===== config.mk =====
export PLATFORM = sky130hd
export DESIGN_NAME = pifo_push_arbiter
export DESIGN_NICKNAME = d
export VERILOG_FILES = /design/src/rtl/pifo_push_arbiter.sv
export SDC_FILE = /design/constraint.sdc
export NUM_CORES = 1
export LEC_CHECK = 0
export BUFFER_PORTS_ARGS = -buffer_cell sky130_fd_sc_hd__clkbuf_2
export CAP_MARGIN = 0
export CORE_AREA = 2 2 230 232
export DETAILED_ROUTE_END_ITERATION = 8
export DIE_AREA = 0 0 232 234
export HOLD_SLACK_MARGIN = 0.08
export SLEW_MARGIN = 30
export SYNTH_ARGS = -nofsm -noshare
export SYNTH_HDL_FRONTEND = slang
export SYNTH_SLANG_ARGS = --single-unit

===== constraint.sdc =====
create_clock -name clk -period 9.2 [get_ports clk]
set_input_delay 0.46 -clock clk [delete_from_list [all_inputs] [get_ports clk]]
set_output_delay 0.46 -clock clk [all_outputs]
set_load 0.01 [all_outputs]

===== src/rtl/pifo_push_arbiter.sv =====
// Round-robin ingress arbiter in front of a PIFO: one registered push per cycle, occupancy tracking, malformed-flow drop.
// Optional per-port grant counters are built when PIFO_ARB_GRANT_STATS_EN is defined.
module pifo_push_arbiter #(
    parameter int PORTS    = 4,
    parameter int FLOWS    = 10,
    parameter int CAPACITY = 50
) (
    input  logic                               clk,
    input  logic                               rst,
    input  logic [PORTS-1:0]                   req_valid,
    input  logic [PORTS-1:0][31:0]             req_rank,
    input  logic [PORTS-1:0][31:0]             req_value,
    input  logic [PORTS-1:0][FLOWS-1:0]        req_flow,
    output logic [PORTS-1:0]                   req_ready,
    output logic                               push,
    output logic [31:0]                        push_rank,
    output logic [31:0]                        push_value,
    output logic [FLOWS-1:0]                   push_flow,
    input  logic                               deq_pop,
    output logic                               pop,
    input  logic                               pop_valid,
    input  logic [31:0]                        pop_value,
    output logic                               deq_valid,
    output logic [31:0]                        deq_value,
    output logic [$clog2(CAPACITY+1)-1:0]      occupancy,
    output logic                               err_drop,
    output logic [PORTS-1:0][31:0]             grant_count
);

    localparam int OCC_W = $clog2(CAPACITY + 1);
    localparam int PTR_W = $clog2(PORTS);

    logic [PTR_W-1:0] rr_ptr;
    logic [PTR_W-1:0] cand;
    logic [PTR_W-1:0] gnt_idx;
    logic             gnt_hit;
    logic             space;
    logic             xfer;
    logic             flow_ok;
    logic             inc;
    logic             dec;

    assign pop       = deq_pop;
    assign deq_valid = pop_valid;
    assign deq_value = pop_value;

    assign space = (occupancy < OCC_W'(CAPACITY));

    // Search starts one past the last winner so every port gets a turn.
    always_comb begin
        cand      = '0;
        gnt_idx   = rr_ptr;
        gnt_hit   = 1'b0;
        req_ready = '0;
        for (int i = 1; i <= PORTS; i++) begin
            cand = PTR_W'((int'(rr_ptr) + i) % PORTS);
            if (!gnt_hit && req_valid[cand]) begin
                gnt_hit = 1'b1;
                gnt_idx = cand;
            end
        end
        xfer = gnt_hit && space && !rst;
        if (xfer) begin
            req_ready[gnt_idx] = 1'b1;
        end
    end

    assign flow_ok = $onehot(req_flow[gnt_idx]);
    assign inc     = xfer && flow_ok;
    // Popping an empty PIFO must not wrap the count.
    assign dec     = pop && pop_valid && (occupancy != '0);

    always_ff @(posedge clk) begin
        if (rst) begin
            rr_ptr     <= PTR_W'(PORTS - 1);
            push       <= 1'b0;
            push_rank  <= '0;
            push_value <= '0;
            push_flow  <= '0;
            err_drop   <= 1'b0;
            occupancy  <= '0;
        end else begin
            push     <= inc;
            err_drop <= xfer && !flow_ok;
            if (xfer) begin
                rr_ptr <= gnt_idx;
            end
            if (inc) begin
                push_rank  <= req_rank[gnt_idx];
                push_value <= req_value[gnt_idx];
                push_flow  <= req_flow[gnt_idx];
            end
            if (inc && !dec) begin
                occupancy <= occupancy + OCC_W'(1);
            end else if (dec && !inc) begin
                occupancy <= occupancy - OCC_W'(1);
            end
        end
    end

`ifdef PIFO_ARB_GRANT_STATS_EN
    logic [PORTS-1:0][31:0] grant_cnt_q;

    // Counts every accepted transfer, dropped ones included.
    always_ff @(posedge clk) begin
        if (rst) begin
            grant_cnt_q <= '0;
        end else if (xfer) begin
            grant_cnt_q[gnt_idx] <= grant_cnt_q[gnt_idx] + 32'd1;
        end
    end

    assign grant_count = grant_cnt_q;
`else
    assign grant_count = '0;
`endif

endmodule

# [Yosys cells after proc, flatten, opt, wreduce, memory -nomap -nowiden]
# Cells that the tools add are included.
[op_classes] eq_ne=1 reduce_logical=21 n_mux=27 add_sub_neg=15 n_lt_le_gt_ge=7
[ops] cell="binary-select mux 32 bit (select 2 bit)" count=2
[ops] cell="2-to-1 mux 32 bit" count=2
[ops] cell="binary-select mux 10 bit (select 2 bit)" count=1
[ops] cell="less-than comparator 2 x 3 -> 1 bit, second input constant" count=5
[ops] cell="logical AND 1 bit" count=12
[ops] cell="2-to-1 mux 6 bit" count=2
[ops] cell="adder 1 x 1 -> 2 bit" count=5
[ops] cell="2-to-1 mux 10 bit" count=1
[ops] cell="2-to-1 mux 1 bit" count=9
[ops] cell="binary-select mux 1 bit (select 2 bit)" count=4
[ops] cell="2-to-1 mux 2 bit" count=4
[ops] cell="logical NOT 1 bit" count=7
[ops] cell="adder 2 x 2 -> 3 bit" count=2
[ops] cell="adder 6 x 1 -> 6 bit, second input constant" count=1
[ops] cell="less-than comparator 6 bit, second input constant" count=1
[ops] cell="nonzero test 6 bit" count=1
[ops] cell="subtractor 6 x 1 -> 6 bit, second input constant" count=1
[ops] cell="adder 2 x 1 -> 2 bit, second input constant" count=2
[ops] cell="adder 2 bit, second input constant" count=2
[ops] cell="adder 3 x 3 -> 4 bit" count=1
[ops] cell="adder 4 x 2 -> 4 bit" count=1
[ops] cell="== test 4 x 1 -> 1 bit, second input constant" count=1
[ops] cell="2-to-1 mux 4 bit" count=1
[ops] cell="demux 1 bit (select 2 bit)" count=1
[ops] cell="2 further kinds" count=2
[word_totals] register_bits=84 inputBits=336 word_cells=78 output_inout_bits=248

# [Depth between registers and ports, before layout]
[logic_depth] ltp_word=25 ltp_mapped=27 ltp_nobuf=24

# [Least setup slack after synthesis]
# OpenSTA, ideal clock, no wires.
[synth_path] path_type="input-to-reg" startpoint="in req_valid[0]" endpoint="reg occupancy[4]" t_arrival_ps=6636 stages=25 path_buffers=2 setup_ps=70 setup_slack_ps=2494 cell_sequence="a21o_1 > a31oi_2 > buf_2 > mux2_2 > o21ai_0 > fa_1 > fa_1 > fa_1 > inv_1 > ha_1 > inv_1 > fa_1 > a2111o_1 > a21oi_1 > nand2_4 > clkinv_2 > buf_2 > ha_1 > inv_1 > ha_1 > nor2b_1 > o21a_1 > o21ai_0 > or3b_2 > a21oi_1"
[synth_via] elab_chain_len=23
[synth_rtl] item="start: declaration" line="10" text="input logic [PORTS-1:0] req_valid,"
[synth_rtl] item="binary-select mux 1 bit (select 2 bit)" line="57" text="if (!gnt_hit && req_valid[cand]) begin"
[synth_rtl] item="2-to-1 mux 1 bit (implied by the code)" line="57"
[synth_rtl] item="2-to-1 mux 1 bit" line="57"
[synth_rtl] item="logical NOT 1 bit" line="57"
[synth_rtl] item="logical AND 1 bit" line="57"
[synth_rtl] item="2-to-1 mux 1 bit" line="57"
[synth_rtl] item="logical NOT 1 bit" line="57"
[synth_rtl] item="logical AND 1 bit" line="57"
[synth_rtl] item="[8 not listed]"
[synth_rtl] item="adder 3 x 3 -> 4 bit (implied by the code)" line="68" text="assign flow_ok = $onehot(req_flow[gnt_idx]);"
[synth_rtl] item="adder 4 x 2 -> 4 bit (implied by the code)" line="68"
[synth_rtl] item="== test 4 x 1 -> 1 bit" line="68"
[synth_rtl] item="logical AND 1 bit (*)" line="69" text="assign inc = xfer && flow_ok;"
[synth_rtl] item="via inc" line="40" text="logic inc;"
[synth_rtl] item="logical NOT 1 bit" line="95" text="end else if (dec && !inc) begin"
[synth_rtl] item="logical AND 1 bit" line="95"
[synth_rtl] item="nonzero test 2 bit (no source line)"
[synth_rtl] item="end signal: assignment" line="94" text="occupancy <= occupancy + OCC_W'(1);"
[synth_rtl] item="end signal: assignment" line="96" text="occupancy <= occupancy - OCC_W'(1);"
[synth_rtl] item="end: declaration" line="25" text="output logic [$clog2(CAPACITY+1)-1:0] occupancy,"
# Mark *: on every way through the listed nets, which the timed path passes. The rest lies on a longest branch. The select of a mux whose other input is x is not followed.
# A chain may end at the register's enable or synchronous reset.

# [Final worst setup path]
[layout_path] startpoint="reg rr_ptr[1]" endpoint="reg occupancy[5]"
[layout_via] elab_chain_len=24
[layout_rtl] item="start: declaration" line="33" text="logic [PTR_W-1:0] rr_ptr;"
[layout_rtl] item="start signal: assignment" line="75" text="rr_ptr <= PTR_W'(PORTS - 1);"
[layout_rtl] item="start signal: assignment" line="86" text="rr_ptr <= gnt_idx;"
[layout_rtl] item="adder 2 x 1 -> 2 bit" line="56" text="cand = PTR_W'((int'(rr_ptr) + i) % PORTS);"
[layout_rtl] item="binary-select mux 1 bit (select 2 bit)" line="57"
[layout_rtl] item="2-to-1 mux 1 bit (implied by the code)" line="57"
[layout_rtl] item="2-to-1 mux 1 bit" line="57"
[layout_rtl] item="logical NOT 1 bit" line="57"
[layout_rtl] item="logical AND 1 bit" line="57"
[layout_rtl] item="2-to-1 mux 1 bit" line="57"
[layout_rtl] item="logical NOT 1 bit" line="57"
[layout_rtl] item="[8 not listed]"
[layout_rtl] item="adder 2 x 2 -> 3 bit (implied by the code)" line="68"
[layout_rtl] item="adder 3 x 3 -> 4 bit (implied by the code)" line="68"
[layout_rtl] item="adder 4 x 2 -> 4 bit (implied by the code)" line="68"
[layout_rtl] item="== test 4 x 1 -> 1 bit" line="68"
[layout_rtl] item="logical AND 1 bit (*)" line="69"
[layout_rtl] item="logical NOT 1 bit" line="95"
[layout_rtl] item="logical AND 1 bit" line="95"
[layout_rtl] item="nonzero test 2 bit (no source line)"
# Mark *: on every way between the ends. The rest lies on a longest branch, timed or not. The select of a mux whose other input is x is not followed.

==> flow_metrics.tcl <==
set metrics [dict create \
    syn_to_final_growth_pct 30.0 \
    cap_violations 0 \
    hold_viol 0 \
    port_buffers 391 \
    finalCritPeriodShare_pct 81.5 \
    multiInputGateArea_sq_um 4320 \
    yosysUniqueCellTypes 45 \
    worst_slew_pin_slew_ns 0.915 \
    cp-startpoint "rr_ptr[1]" \
    post_cts_resized 0 \
    outcome "finished, final reports clean" \
    pwr_density_cell_nw_per_um2 278 \
    seq_area_frac_synth_pct 23.7 \
    regToRegSetupSlack_ns 1.71 \
    use_met3_pct 2.60 \
    synthTopCellsByCount "buf_4 (164), dfxtp_1 (84), mux2_2 (75)" \
    cts_tree "yes" \
    critPathMaxFanout 23 \
    fp.dieH_um 234 \
    period_minus_slack_ns 7.49 \
    fmax_mhz 133 \
    start_util_pct 13.7 \
    root_buffer "clkbuf_16" \
    finalPower_mw 2.57 \
    final.setup.worst_slack_ns 1.71 \
    drc 0 \
    cp_cell_sequence "nand3b_1 -> a31oi_4 -> mux2_2 -> o21ai_0 -> fa_1 -> fa_1 -> fa_1 -> inv_1 -> ha_1 -> inv_1 -> fa_1 -> a2111o_1 -> a21oi_1 -> nand2_4 -> clkinv_2 -> ha_1 -> inv_1 -> ha_1 -> a21o_1 -> a21oi_1 -> o21ai_0 -> nand4_1 -> mux2_2" \
    io_pins 584 \
    peakVddDrop_mv 0.141 \
    clk_pin_slew_ns 0.07 \
    dieArea_sq_um 54300 \
    holdPathStages 3 \
    maxSlewHeadroom_pct 39.0 \
    vias 7605 \
    p_leak_nw 4.32 \
    yosys.area.top_type "dfxtp_1" \
    path_delay_family "adder cells" \
    dpl_cell_area_sq_um 8960 \
    crit_required_ns 9.48 \
    setup-violations-final 0 \
    die_x_um 232 \
    cts_setup_buffers 0 \
    core_area_sq_um 52000 \
    dp_hpwl_um 22500 \
    ff_latch_area_sq_um 1680 \
    ys_async_sr_fraction_pct 0 \
    r2r_end "occupancy[5]" \
    fp-row-count 84 \
    cts_buffer_depth 2 \
    synth-edff-count 0 \
    antenna_found_initial 1 \
    htree_num_levels 3 \
    drtIter0Drc 293 \
    worstSetupStartpointType "flip-flop" \
    r2r-start "rr_ptr[1]" \
    crit_buf_inv 4 \
    synthFlopType "dfxtp_1" \
    wl_per_cell_um 16.6 \
    r2r_cells 23 \
    synth_area_per_cell_sq_um 8.61 \
    critPathSlowestCell "a31oi_4" \
    pre_cts_ws_ns 1.71 \
    routed_wl_um 30200 \
    gp_congestion 0.805 \
    cp_slowest_stage_delay_ns 0.61 \
    min_path_type "in -> reg" \
    endpoint "occupancy[5]" \
    overflow 0 \
    grt_start_max_net_pins 65 \
    timing.setup.tns_ns 0 \
    cts_made_buffers 9 \
    ys.warnings.count 0 \
    skew_ns 0.0112 \
    grtUsageTotal_pct 10.3 \
    stdcell_area_sq_um 9230 \
    final_nets 1475 \
    crit_arrival_ns 7.77 \
    via_per_inst 4.18 \
    synth.most_common_cell "buf_4" \
    dr.pass1.iters 5 \
    met1_usage_pct 11.9 \
    insertion_delay_ns 0.39 \
    grt_pass1_vias 6998 \
    layout-drive-gt1-share_pct 45.0 \
    top_usage_layer "met2" \
    ant_nets 0 \
    numClockSinks 84 \
    gr-usage-met2_pct 17.2 \
    crit_type "reg -> reg" \
    grt_pass1_wl_um 41300 \
    syn_area_sq_um 7100 \
    syn_inst 825 \
    synth.area.top_cells "dfxtp_1 (24%), buf_4 (17%), mux2_2 (12%), a221o_1 (9.0%), o31ai_1 (6.8%)" \
    synth_top_area_share_pct 23.7 \
    slew_viol_final 0 \
    cpMostUsedCell "fa_1" \
    fill_cells 5871 \
    rsz0062_at_grt "no" \
    cp-end-kind "flip-flop" \
    hold_buffers 0 \
    ys_ff_latch 84 \
    path_depth 23 \
]
==> cell usage in the layout, fill, tap and decap left out, drive strengths merged, types with 5 or more instances in the layout <==
| master | Yosys | final |
|---|---|---|
| conb | 1 | 128 |
| nand3 | 14 | 14 |
| clkbuf | 60 | 401 |
| mux2i | 10 | 10 |
| fa | 7 | 7 |
| a221o | 64 | 64 |
| ha | 7 | 7 |
| nor2 | 11 | 11 |
| nand4 | 65 | 65 |
| o31ai | 64 | 64 |
| or3 | 11 | 11 |
| buf | 182 | 13 |
| nand2b | 5 | 5 |
| inv | 10 | 11 |
| dfxtp | 84 | 84 |
| a31oi | 12 | 12 |
| nand2 | 29 | 29 |
| mux2 | 75 | 75 |
| o21ai | 11 | 11 |
| a21oi | 74 | 74 |
==> per-layer routing <==
layer	vias up	wire, um
met2	465	14800
met3	80	2170
met5	-	11
met4	2	1230
met1	3625	12000
li1	3433	-
==> cell type report <==
| cell class | count | share of cell area [%] |
|---|---|---|
| Antenna cell | 3 | 0.0813 |
| Clock buffer | 10 | 2.48 |
| Clock inverter | 6 | 0.420 |
| Inverter | 11 | 0.461 |
| Multi-Input combinational cell | 615 | 46.8 |
| Sequential cell | 84 | 18.2 |
| Tap cell | 688 | 9.32 |
| Timing Repair Buffer | 404 | 22.2 |
==> sequential cells by signal, summed over array words and instances (netlist names) <==
signal and count:
rr_ptr 2, err_drop 1, push_flow 10, push 1, occupancy 6, push_rank 32
push_value 32
==> where the power goes <==
part | internal, mW | switching [mW]
combinational | 0.625 | 0.909
clock | 0.183 | 0.185
sequential | 0.553 | 0.116
==> how the worst min path moves through the flow <==
stage | start | endpoint | slack (ns)
final | req_rank[37] | push_rank[5] | 0.42
after floorplan | push_flow[0] | push_flow[0] | 0.50
after global placement | push_value[31] | push_value[31] | 0.47
after detailed placement | push_rank[10] | push_rank[10] | 0.47
after CTS | req_rank[37] | push_rank[5] | 0.37
after global routing | req_rank[51] | push_rank[19] | 0.40
==> through the flow <==
stage	util, %	cells	hold WS [ns]
5_1_grt	17.7	1818	0.396
2_1_floorplan	-	952	0.502
3_3_place_gp	17.2	1802	0.468
6_report	17.7	1821	0.416
3_5_place_dp	17.2	1802	0.473
4_1_cts	17.7	1818	0.374
==> cell families after synthesis <==
family	Yosys count	share of synthesized area, %
buf+inv	253	23.0
mux	85	13.3
other cells	1	0.0528
flops	84	23.7
simple gates	152	12.3
xor+xnor	3	0.370
compound gates	233	24.1
fa+ha+maj	14	3.21
==> worst register-to-register path, delay by kind of cell (launching register included) <==
| family | cells | cell delay, ns |
|---|---|---|
| buffers and inverters | 4 | 0.58 |
| AOI/OAI and AO/OA | 7 | 2.28 |
| adders and majority gates | 7 | 2.70 |
| DFF | 1 | 0.50 |
| and+or+nand+nor | 3 | 0.55 |
| muxes | 2 | 0.77 |
Note: power is estimated with default switching activity, not from simulation.
